$ cat src/rtl/multiplexer_pkg.sv
// Shared constants and helpers for the scanning N-to-1 word multiplexer.
// Mode encodings plus the select-width helper used by every block.
package multiplexer_pkg;

  localparam logic MODE_MANUAL = 1'b0;
  localparam logic MODE_SCAN   = 1'b1;

  // Width of a field able to index n items; never narrower than one bit.
  function automatic int sel_width(input int n);
    return (n < 2) ? 1 : $clog2(n);
  endfunction

endpackage

$ cat src/rtl/scan_counter.sv
// Channel/dwell sequencer for scan mode; load overrides stepping (manual tracking).
// State moves only on enabled edges; wrap_next flags "last enabled edge wrapped to channel 0".
module scan_counter
  import multiplexer_pkg::*;
#(
  parameter int CHANNELS = 4,
  parameter int DWELL    = 1,
  localparam int SEL_W   = sel_width(CHANNELS)
) (
  input  logic             clk,
  input  logic             rst,
  input  logic             enable,
  input  logic             load,
  input  logic [SEL_W-1:0] load_val,
  output logic [SEL_W-1:0] ch,
  output logic             wrap_next
);

  localparam int               DW_W       = sel_width(DWELL);
  localparam logic [SEL_W-1:0] LP_CH_LAST = SEL_W'(CHANNELS - 1);
  localparam logic [DW_W-1:0]  LP_DW_LAST = DW_W'(DWELL - 1);

  logic [SEL_W-1:0] r_ch;
  logic [DW_W-1:0]  r_dwell;
  logic             r_wrapped;

  always_ff @(posedge clk or posedge rst) begin
    if (rst) begin
      r_ch      <= '0;
      r_dwell   <= '0;
      r_wrapped <= 1'b0;
    end else if (enable) begin
      if (load) begin
        r_ch      <= load_val;
        r_dwell   <= '0;
        r_wrapped <= 1'b0;
      end else if (r_dwell == LP_DW_LAST) begin
        r_dwell <= '0;
        if (r_ch == LP_CH_LAST) begin
          r_ch      <= '0;
          r_wrapped <= 1'b1;
        end else begin
          r_ch      <= r_ch + SEL_W'(1);
          r_wrapped <= 1'b0;
        end
      end else begin
        r_dwell   <= r_dwell + DW_W'(1);
        r_wrapped <= 1'b0;
      end
    end
  end

  assign ch        = r_ch;
  assign wrap_next = r_wrapped;

endmodule

$ cat src/rtl/multiplexer_scan_nto1.sv
// Registered N-to-1 word mux, manual select or autonomous scan; one-cycle latency.
// No backpressure: enable low freezes state and drops out_valid/wrap.
module multiplexer_scan_nto1
  import multiplexer_pkg::*;
#(
  parameter int WIDTH    = 8,
  parameter int CHANNELS = 4,
  parameter int DWELL    = 1,
  localparam int SEL_W   = sel_width(CHANNELS)
) (
  input  logic                      clk,
  input  logic                      rst,
  input  logic                      enable,
  input  logic                      mode,
  input  logic [SEL_W-1:0]          sel,
  input  logic [CHANNELS*WIDTH-1:0] in_bus,
  output logic [WIDTH-1:0]          out,
  output logic [SEL_W-1:0]          out_ch,
  output logic                      out_valid,
  output logic                      wrap
);

  logic             w_scan;
  logic             w_legal;
  logic             w_cap;
  logic             w_wrap_next;
  logic [SEL_W-1:0] w_ch;
  logic [SEL_W-1:0] w_src;
  logic [WIDTH-1:0] w_data;

  logic [WIDTH-1:0] r_out;
  logic [SEL_W-1:0] r_out_ch;
  logic             r_valid;
  logic             r_wrap;
  logic             r_mode_q;

  generate
    if ((1 << SEL_W) == CHANNELS) begin : g_full
      assign w_legal = 1'b1;
    end else begin : g_partial
      assign w_legal = ({1'b0, sel} < (SEL_W + 1)'(CHANNELS));
    end
  endgenerate

  assign w_scan = (mode == MODE_SCAN);
  // An illegal manual select falls back to the held channel, which also keeps ch in place.
  assign w_src  = (w_scan || !w_legal) ? w_ch : sel;
  assign w_cap  = w_scan || w_legal;
  assign w_data = in_bus[int'(w_src) * WIDTH +: WIDTH];

  scan_counter #(
    .CHANNELS (CHANNELS),
    .DWELL    (DWELL)
  ) u_scan_counter (
    .clk       (clk),
    .rst       (rst),
    .enable    (enable),
    .load      (!w_scan),
    .load_val  (w_src),
    .ch        (w_ch),
    .wrap_next (w_wrap_next)
  );

  // wrap lines up with the first sample of channel 0 after a wrap, never on scan entry.
  always_ff @(posedge clk or posedge rst) begin
    if (rst) begin
      r_out    <= '0;
      r_out_ch <= '0;
      r_valid  <= 1'b0;
      r_wrap   <= 1'b0;
      r_mode_q <= MODE_MANUAL;
    end else begin
      r_mode_q <= mode;
      if (enable) begin
        r_valid <= w_cap;
        r_wrap  <= w_scan && (r_mode_q == MODE_SCAN) && w_wrap_next;
        if (w_cap) begin
          r_out    <= w_data;
          r_out_ch <= w_src;
        end
      end else begin
        r_valid <= 1'b0;
        r_wrap  <= 1'b0;
      end
    end
  end

  assign out       = r_out;
  assign out_ch    = r_out_ch;
  assign out_valid = r_valid;
  assign wrap      = r_wrap;

endmodule

$ cat config.mk
export PLATFORM = sky130hd
export DESIGN_NAME = multiplexer_scan_nto1
export DESIGN_NICKNAME = d
export VERILOG_FILES = /design/src/rtl/multiplexer_pkg.sv /design/src/rtl/scan_counter.sv /design/src/rtl/multiplexer_scan_nto1.sv
export SDC_FILE = /design/constraint.sdc
export NUM_CORES = 1
export LEC_CHECK = 0
export CORE_MARGIN = 2
export CORE_UTILIZATION = 35
export CTS_BUF_LIST = sky130_fd_sc_hd__clkbuf_8
export DETAILED_ROUTE_END_ITERATION = 6
export HOLD_SLACK_MARGIN = 0.15
export PLACE_DENSITY = 0.7
export SLEW_MARGIN = 20
export SYNTH_ARGS = -nofsm -noshare
export SYNTH_HDL_FRONTEND = slang
export SYNTH_HIERARCHICAL = 1
export SYNTH_SLANG_ARGS = --single-unit
$ cat constraint.sdc
create_clock -name clk -period 2.7 [get_ports clk]
set_input_delay 0.27 -clock clk [delete_from_list [all_inputs] [get_ports clk]]
set_output_delay 0.27 -clock clk [all_outputs]
set_load 0.02 [all_outputs]
==> results.ini, run 1 <==
[outcome]
outcome = complete, but fails checks
violations = DRC

[route]
dr_total_vias = 1095
drtAntennaViolNets = 0
first_iter_violations = 46
avgViaCountPerCell = 5.316
wl_um = 2997
wire_per_inst_um = 14.55
drc = 4
drt_pass1_iterations = 6

[cts]
cts.clk_slew.worst_paths_ns = 0.06
clock_latency_ns = 0.24
cts.hold.buffers_added = 0
clock-sinks = 16
cts_tree = yes
cts-root-buf = clkbuf_8
numCtsBuffers = 3
cts_resized = 0
htree_levels = 1
clockBufferDepth = 2
post_cts_buffers = 0

[logic_synthesis]
yosys.area_share.xor_xnor_pct = 0
async_flop_share_pct = 100.0
synth_common_cells = nor2_1, o22ai_1, dfrtp_1
synth_seq_cells = 16
yosysTopAreaCell = dfrtp_1
ys.warnings.count = 6
synth_top_family_by_area = compound AO/OA/AOI/OAI gates
synth_seq_area_share_pct = 38.23
synthSimpleGateAreaFrac_pct = 14.81
synth.area.top_cells = dfrtp_1, o22ai_1, nor2_1
synth-compound-area-share_pct = 31.78
yosysMostFrequentCell = nor2_1
syn_area_um2 = 1047
synth_enable_flop_cells = 0
postSynthAreaPerCell_um2 = 8.056
post_synth_mux_area_share_pct = 4.182
yosys.area.top_type_share_pct = 38.23
synth_adder_area_share_pct = 1.195
syn_nets = 169
ys.flop_type = dfrtp_1
ys_types = 26
netlist_instances = 130

[critical_path]
reg2reg_slack_ns = 1.08
end_kind = flip-flop
start_kind = input port
reg2reg_from = u_scan_counter/ch[0]$_DFFE_PP0P_
arrival_ns = 1.81
worstPathMaxFanout = 10
r2r_end = out[3]$_DFFE_PP0P_
startpoint = mode
reg2reg_depth = 4
worst_ep_required_time_ns = 2.82
worstSetupPathType = in -> reg

[sta]
drv_slew = 0
finalClockSkew_ns = 0.001440
tns_ns = 0
final_hold_viol_count = 0
finalSetupViolCount = 0
fin_hold_ws_ns = 0.2441
fmax_mhz = 591.2
fin_ws_ns = 1.009
finalCriticalPeriod_ns = 1.691
max_slew_margin_pct = 53.67
fin_crit_sh_pct = 62.65
tightest_slew_ns = 0.6950
rsz0062_at_grt = no

[floorplan]
placementRows = 19
design.core.area_um2 = 2805
die_area_um2 = 3446
io_pins = 50
start_util_pct = 37.33
die_w_um = 58.70
die_h_um = 58.70

[cells_and_area]
nets = 216
antennaDiodeCount = 0
area_delta_synth_final_pct = 51.02
fin_util_pct = 56.38
fillCellCount = 272
postLayoutCellArea_um2 = 1582
multiInputGateArea_um2 = 544.3
seq_area_um2 = 400.4
drive_above_1_share_pct = 4.571

[grt]
track_usage_pct = 17.76
grt_pass1_vias = 993
grt_first_pass_wirelength_um = 4623
grt_max_degree = 28
grt.overflow.total = 0
antenna_found_initial = 0

[power]
ir_worst_vdd_mv = 0.1789
p_leak_nw = 0.6539
p_per_area_nw_per_um2 = 508.5

[placement]
hpwl_um = 2287
place_congestion = 0.7994
io_buffers = 49
dp_slack_ns = 0.7477
postPlaceCellArea_um2 = 1540

[job]
max_cap_violations = 0

[hold_path]
hold_class = in -> async

registers in the layout, summed over array words and instances, names as in the netlist:
signal,cells
out_valid,1
wrap,1
u_scan_counter/wrap_next,1
out_ch,2
u_scan_counter/ch,2
r_mode_q,1
out,8
cell type report:
class	instances	area share, %
tap	31	2.453
sequential	16	25.32
clock buffer	3	2.611
inverter	13	3.244
timing repair buffer	51	31.96
multi-input combinational	92	34.41
worst max-delay path by stage:
stage | end | slack, ns
finish | out[3]$_DFFE_PP0P_ | 1.01
global route | out[6]$_DFFE_PP0P_ | 0.82
CTS | out[3]$_DFFE_PP0P_ | 1.0
detailed placement | out[3]$_DFFE_PP0P_ | 0.75
floorplan | out[0]$_DFFE_PP0P_ | 1.43
global placement | out[3]$_DFFE_PP0P_ | 0.78
worst max-delay path, stage by stage:
cell and delay, ns:
clkdlybuf4s50_1 0.65, mux2i_4 0.47, inv_4 0.11, o22ai_1 0.19, a31oi_1 0.11
metal layers:
layer  global-route usage [%]  routed length [µm]
met5                        0                   0
met4                    5.844                  27
met3                    2.857                 249
met2                    27.93                1354
met1                    24.97                1365
logic make-up after synthesis:
group,after synthesis
compound gates,52
fa+ha+maj,1
buf+inv,22
flops,16
mux,3
simple gates,36
stage by stage:
step	power, mW	cells
floorplan	0.4880	130
global placement	0.6269	203
detailed placement	0.6335	203
CTS	0.8103	206
global route	0.8500	206
finish	0.8042	206
report_power, final:
| group | internal, mW | total (mW) | switching (mW) |
|---|---|---|---|
| Clock | 0.0987 | 0.175 | 0.0761 |
| Sequential | 0.277 | 0.314 | 0.0370 |
| Combinational | 0.166 | 0.315 | 0.150 |
layout by cell type (no fill, tap or decap), drive strengths merged:
cell type / instances
ha: 1
buf: 2
o21ai: 8
a21boi: 16
or3: 1
nor2b: 1
nor2: 27
and2: 1
mux2: 1
clkdlybuf4s50: 49
a31oi: 9
or2: 2
a21oi: 2
inv: 13
and4: 1
mux2i: 2
nand2b: 1
dfrtp: 16
o22ai: 17
clkbuf: 3
nand2: 2
Note: power is estimated with default switching activity, not from simulation.
==> run 2, diff against run 1 <==
Settings changed: PLACE_DENSITY 0.7 to 0.73.
Clock period 2.7 ns to 1.43 ns, I/O delays scaled along.
==> run 2 against run 1 <==
  * The run still ends with DRC left
  * Non-clock buffer count grew 10
  * Global-route usage grew 1.9 points
  * Routed wire length grew 3.3%
  * Cell count is 5.3% higher
  * Critical endpoint is now out[6]
  * Largest power group unchanged
==> results.ini, run 2 (synthesized netlist as in run 1, its figures left out) <==
[grt]
grt_max_degree = 27  ; was 28
grt.overflow.total = 0  ; unchanged
grt_pass1_vias = 1120  ; was 993
antenna_found_initial = 0  ; unchanged
track_usage_pct = 19.66  ; was 17.76%
grt_first_pass_wirelength_um = 5244  ; was 4623 µm

[critical_path]
arrival_ns = 1.23  ; was 1.81 ns
reg2reg_from = u_scan_counter/ch[1]$_DFFE_PP0P_  ; was u_scan_counter/ch[0]$_DFFE_PP0P_
worst_path_largest_cell_delay_ns = 0.62  ; was 0.65 ns
start_kind = flip-flop  ; was input port
end_kind = output pin  ; was flip-flop
worst_ep_required_time_ns = 1.29  ; was 2.82 ns
worstSetupPathType = reg -> out  ; was in -> reg
path_delay_family = buffers and inverters  ; unchanged
cp_slowest_cell = clkdlybuf4s50_1  ; unchanged
cp_num_buf_inv = 1  ; was 2
worstPathMaxFanout = 2  ; was 10
startpoint = out[6]$_DFFE_PP0P_  ; was mode
cp_cell_sequence = clkdlybuf4s50_1  ; was clkdlybuf4s50_1 > mux2i_4 > inv_4 > o22ai_1 > a31oi_1

[placement]
hpwl_um = 2463  ; was 2287 µm
dp_slack_ns = -0.3315  ; was 0.7477 ns
io_buffers = 49  ; unchanged
place_congestion = 0.7807  ; was 0.7994
postPlaceCellArea_um2 = 1608  ; was 1540 µm²

[cells_and_area]
largest_reg_flops = 8  ; unchanged
seq_area_um2 = 400.4  ; unchanged
final_cell_mix = clkdlybuf4s50_1, nor2_1, o22ai_1  ; unchanged
area_delta_synth_final_pct = 59.98  ; was 51.02%
antennaDiodeCount = 0  ; unchanged
multiInputGateArea_um2 = 548.0  ; was 544.3 µm²
postLayoutCellArea_um2 = 1675  ; was 1582 µm²
fillCellCount = 258  ; was 272
nets = 226  ; was 216
drive_above_1_share_pct = 10.75  ; was 4.571%
final_common_cell = clkdlybuf4s50_1  ; unchanged

[floorplan]
start_util_pct = 37.33  ; unchanged
placementRows = 19  ; unchanged
io_pins = 50  ; unchanged
die_area_um2 = 3446  ; unchanged
die_h_um = 58.70  ; unchanged
die_w_um = 58.70  ; unchanged
design.core.area_um2 = 2805  ; unchanged

[hold_path]
hp-start = mode
hold_class = in -> reg  ; was in -> async

[sta]
rsz0062_at_grt = no  ; unchanged
finalSetupViolCount = 0  ; unchanged
tns_ns = 0  ; unchanged
max_slew_margin_pct = 67.15  ; was 53.67%
fin_ws_ns = 0.06054  ; was 1.009 ns
finalCriticalPeriod_ns = 1.369
fin_crit_sh_pct = 95.77
drv_slew = 0  ; unchanged
fin_hold_ws_ns = 0.4445  ; was 0.2441 ns
tightest_slew_ns = 0.4922  ; was 0.6950 ns
fmax_mhz = 730.2
finalClockSkew_ns = 0.001669  ; was 0.001440 ns
final_hold_viol_count = 0  ; unchanged

[cts]
clock-sinks = 16  ; unchanged
clockBufferDepth = 2  ; unchanged
cts_tree = yes  ; unchanged
numCtsBuffers = 3  ; unchanged
clock_latency_ns = 0.24  ; about the same
htree_levels = 1  ; unchanged
cts-root-buf = clkbuf_8  ; unchanged
cts.clk_slew.worst_paths_ns = 0.06  ; about the same

[route]
dr_total_vias = 1142  ; was 1095
drt_pass1_iterations = 6  ; unchanged
wire_per_inst_um = 14.27  ; was 14.55 µm
first_iter_violations = 42  ; was 46
avgViaCountPerCell = 5.263  ; was 5.316
drc = 5  ; was 4
wl_um = 3097  ; was 2997 µm
drtAntennaViolNets = 0  ; unchanged

[job]
max_cap_violations = 0  ; unchanged

[power]
p_leak_nw = 0.7115  ; was 0.6539 nW
p_per_area_nw_per_um2 = 970.5  ; was 508.5 nW/µm²
ir_worst_vdd_mv = 0.5117  ; was 0.1789 mV

[outcome]
violations = DRC  ; unchanged
outcome = complete, but fails checks  ; unchanged

[run 2: cell types whose count changed in the layout (fill, tap and decap cells not counted), sizes merged]
cell,delta
clkbuf,+1
buf,+9
dlygate4sd3,+1
clkdlybuf4s50,-1
dlygate4sd2,+1
[run 2: final cells by class]
class | instances | share of cell area [%]
clock buffer | 4 | 3.286
inverter | 13 | 3.062
multi-input combinational | 92 | 32.71
sequential | 16 | 23.90
tap | 31 | 2.315
timing repair buffer | 61 | 34.73
[run 2: layer usage]
| layer | up-vias | share of wire, % | track usage, % |
|---|---|---|---|
| met5 | - | 0 | 0 |
| li1 | 570 | - | - |
| met2 | 46 | 45 | 32.10 |
| met3 | 2 | 7.4 | 2.637 |
| met1 | 524 | 47 | 26.97 |
| met4 | 0 | 0.87 | 6.494 |
[run 2: what timing repair did]
action / 4_1_cts / 5_1_grt
resized for setup: 3 / 0
hold buffers: 1 / 0
hold endpoints to repair: 3 / 0
setup endpoints to repair: 8 / 0
buffers inserted: 0 / 0
[run 2: worst paths after layout]
path	cells past startpoint	to	slack [ns]
max in group asynchronous	3	out[7]$_DFFE_PP0P_	0.28
min	2	r_mode_q$_DFF_PP0_	0.44
max	1	out[6]	0.06
max reg2reg	4	out[4]$_DFFE_PP0P_	0.14
min in group asynchronous	3	u_scan_counter/wrap_next$_DFFE_PP0P_	0.67
min reg2reg	1	out_ch[1]$_DFFE_PP0P_	0.51
[run 2: through the flow]
stage          instances  power (mW)  utilization (%)
2_1_floorplan        130      0.9215                -
3_3_place_gp         212       1.217            57.31
3_5_place_dp         212       1.233            57.31
4_1_cts              217       1.637            59.72
5_1_grt              217       1.729            59.72
6_report             217       1.626            59.72
[run 2: power breakdown]
| part | total (mW) | switching (mW) | internal [mW] |
|---|---|---|---|
| clock network | 0.394 | 0.150 | 0.244 |
| logic | 0.659 | 0.313 | 0.346 |
| registers | 0.573 | 0.0493 | 0.524 |
| total | 1.63 | 0.512 | 1.11 |
==> run 3, diff against run 2 <==
Settings changed: CORE_MARGIN 2 to 5.
==> run 3 against run 2 <==
  * The run now ends clean
  * Core utilization increased by 0.89 points
  * Register-to-register slack got worse by 0.03 ns
  * Largest cell class unchanged
  * Combinational power increased by 1%
  * Clock skew increased by 0.00065 ns
  * Setup slack got worse by 0.011 ns
  * Non-clock buffer count decreased by 2
  * Via count increased by 1.8%
  * Critical path depth unchanged
  * Sequential cell count unchanged
  * Die area increased by 21%
  * Count of clock-buffer cells in the layout unchanged
==> results.ini, run 3 (synthesized netlist as in run 1, its figures left out) <==
[critical_path]
worst_path_largest_cell_delay_ns = 0.61  ; was 0.62 ns
reg2reg_from = u_scan_counter/ch[0]$_DFFE_PP0P_  ; was u_scan_counter/ch[1]$_DFFE_PP0P_
r2r_end = u_scan_counter/ch[0]$_DFFE_PP0P_  ; was out[4]$_DFFE_PP0P_
worstSetupPathType = reg -> out  ; unchanged
crit_cells = 1  ; unchanged
worst_ep_required_time_ns = 1.29  ; about the same
cp_num_buf_inv = 1  ; unchanged
arrival_ns = 1.24  ; was 1.23 ns
end_kind = output pin  ; unchanged
reg2reg_slack_ns = 0.11  ; was 0.14 ns
cp_slowest_cell = clkdlybuf4s50_1  ; unchanged
worstPathMaxFanout = 2  ; unchanged
reg2reg_depth = 3  ; was 4
start_kind = flip-flop  ; unchanged
cp_cell_sequence = clkdlybuf4s50_1  ; unchanged
path_delay_family = buffers and inverters  ; unchanged
startpoint = out[6]$_DFFE_PP0P_  ; unchanged

[hold_path]
holdPathEnd = r_mode_q$_DFF_PP0_  ; unchanged
hp-start = mode  ; unchanged
hold_class = in -> reg  ; unchanged
holdPathStages = 2  ; unchanged

[sta]
finalClockSkew_ns = 0.002316  ; was 0.001669 ns
max_slew_margin_pct = 66.84  ; was 67.15%
finalCriticalPeriod_ns = 1.380  ; was 1.369 ns
tightest_slew_ns = 0.4968  ; was 0.4922 ns
final_hold_viol_count = 0  ; unchanged
finalSetupViolCount = 0  ; unchanged
fin_crit_sh_pct = 96.51  ; was 95.77%
drv_slew = 0  ; unchanged
rsz0062_at_grt = no  ; unchanged
fmax_mhz = 724.6  ; was 730.2 MHz

[cts]
cts-root-buf = clkbuf_8  ; unchanged
cts.clk_slew.worst_paths_ns = 0.07  ; was 0.06 ns
numCtsBuffers = 3  ; unchanged
htree_levels = 1  ; unchanged
clockBufferDepth = 2  ; unchanged
clock_latency_ns = 0.25  ; was 0.24 ns
post_cts_buffers = 0  ; unchanged
cts_tree = yes  ; unchanged
clock-sinks = 16  ; unchanged

[grt]
grt_first_pass_wirelength_um = 5602  ; was 5244 µm
grt.overflow.total = 0  ; unchanged
antenna_found_initial = 0  ; unchanged
grt_max_degree = 27  ; unchanged
grt_pass1_vias = 1168  ; was 1120
track_usage_pct = 17.31  ; was 19.66%

[job]
max_cap_violations = 0  ; unchanged

[cells_and_area]
final_cells = 215  ; was 217
area_delta_synth_final_pct = 62.37  ; was 59.98%
largest_reg_flops = 8  ; unchanged
final_cell_mix = clkdlybuf4s50_1, nor2_1, o22ai_1  ; unchanged
final_common_cell = clkdlybuf4s50_1  ; unchanged
nets = 224  ; was 226
antennaDiodeCount = 0  ; unchanged
drive_above_1_share_pct = 11.41  ; was 10.75%

[route]
wire_per_inst_um = 15.66  ; was 14.27 µm
first_iter_violations = 90  ; was 42
dr_total_vias = 1162  ; was 1142
wl_um = 3367  ; was 3097 µm
avgViaCountPerCell = 5.405  ; was 5.263
drt_pass1_iterations = 4  ; was 6
drc = 0  ; was 5
drtAntennaViolNets = 0  ; unchanged

[power]
power.total_mw = 1.657  ; was 1.626 mW
p_leak_nw = 0.7238  ; was 0.7115 nW
p_per_area_nw_per_um2 = 974.2  ; was 970.5 nW/µm²
ir_worst_vdd_mv = 0.4620  ; was 0.5117 mV

[floorplan]
io_pins = 50  ; unchanged
die_w_um = 64.70  ; was 58.70 µm
die_h_um = 64.70  ; was 58.70 µm
placementRows = 19  ; unchanged
start_util_pct = 37.33  ; unchanged
design.core.area_um2 = 2805  ; unchanged
die_area_um2 = 4186  ; was 3446 µm²

[placement]
hpwl_um = 2699  ; was 2463 µm
io_buffers = 49  ; unchanged
dp.cells = 210  ; was 212
place_congestion = 0.8585  ; was 0.7807

[outcome]
outcome = complete, no violations  ; was complete, but fails checks

run 3: cell count changes in the layout (fill, tap and decap cells not counted), sizes merged:
| cell | previous run | this run |
|---|---|---|
| buf | 11 | 9 |
| dlymetal6s2s | 0 | 1 |
| dlygate4sd2 | 1 | 0 |
run 3: repair_timing:
item                                   4_1_cts  5_1_grt
cloned                                       0        0
hold buffers                                 1        0
setup endpoints to repair                    4        9
resized for setup                            1        6
endpoints found under the hold margin        3        0
run 3: per-layer routing:
layer	share of wire (%)	vias up	global-route usage (%)
met3	9.3	5	4.663
li1	-	563	-
met4	1.8	0	8.707
met2	46	51	26.82
met5	0	-	0
met1	43	543	22.16
run 3: cell type report:
type                            instances  area (µm²)
Fill cell                             270        1105
Timing Repair Buffer                   59       595.6
Inverter                               13       51.30
Multi-Input combinational cell         92       558.0
Tap cell                               31       38.79
Sequential cell                        16       401.6
Clock buffer                            4       55.05
run 3: where the power goes:
part / internal (mW) / leakage, nW / switching [mW]
clock network: 0.245 / 0.0288 / 0.169
logic: 0.353 / 0.509 / 0.315
registers: 0.524 / 0.186 / 0.0507
total: 1.12 / 0.724 / 0.535
run 3: how the worst max path moves through the flow:
stage          slack [ns]                  to
2_1_floorplan        0.16  out[0]$_DFFE_PP0P_
3_3_place_gp        -0.23  out[7]$_DFFE_PP0P_
3_5_place_dp        -0.28  out[0]$_DFFE_PP0P_
4_1_cts              0.02  out[3]$_DFFE_PP0P_
5_1_grt             0.001              out[3]
6_report             0.05              out[6]
run 3: through the flow:
step	setup slack [ns]	area, µm²	TNS (ns)	hold slack, ns	utilization [%]
after floorplan	0.1590	1047	0	-0.1034	-
after global placement	-0.2335	1618	-2.053	0.3749	57.67
after detailed placement	-0.2825	1618	-2.777	0.3619	57.67
after CTS	0.02140	1685	0	0.5380	60.08
after global routing	0.001042	1700	0	0.3587	60.62
final	0.04984	1700	0	0.3578	60.62
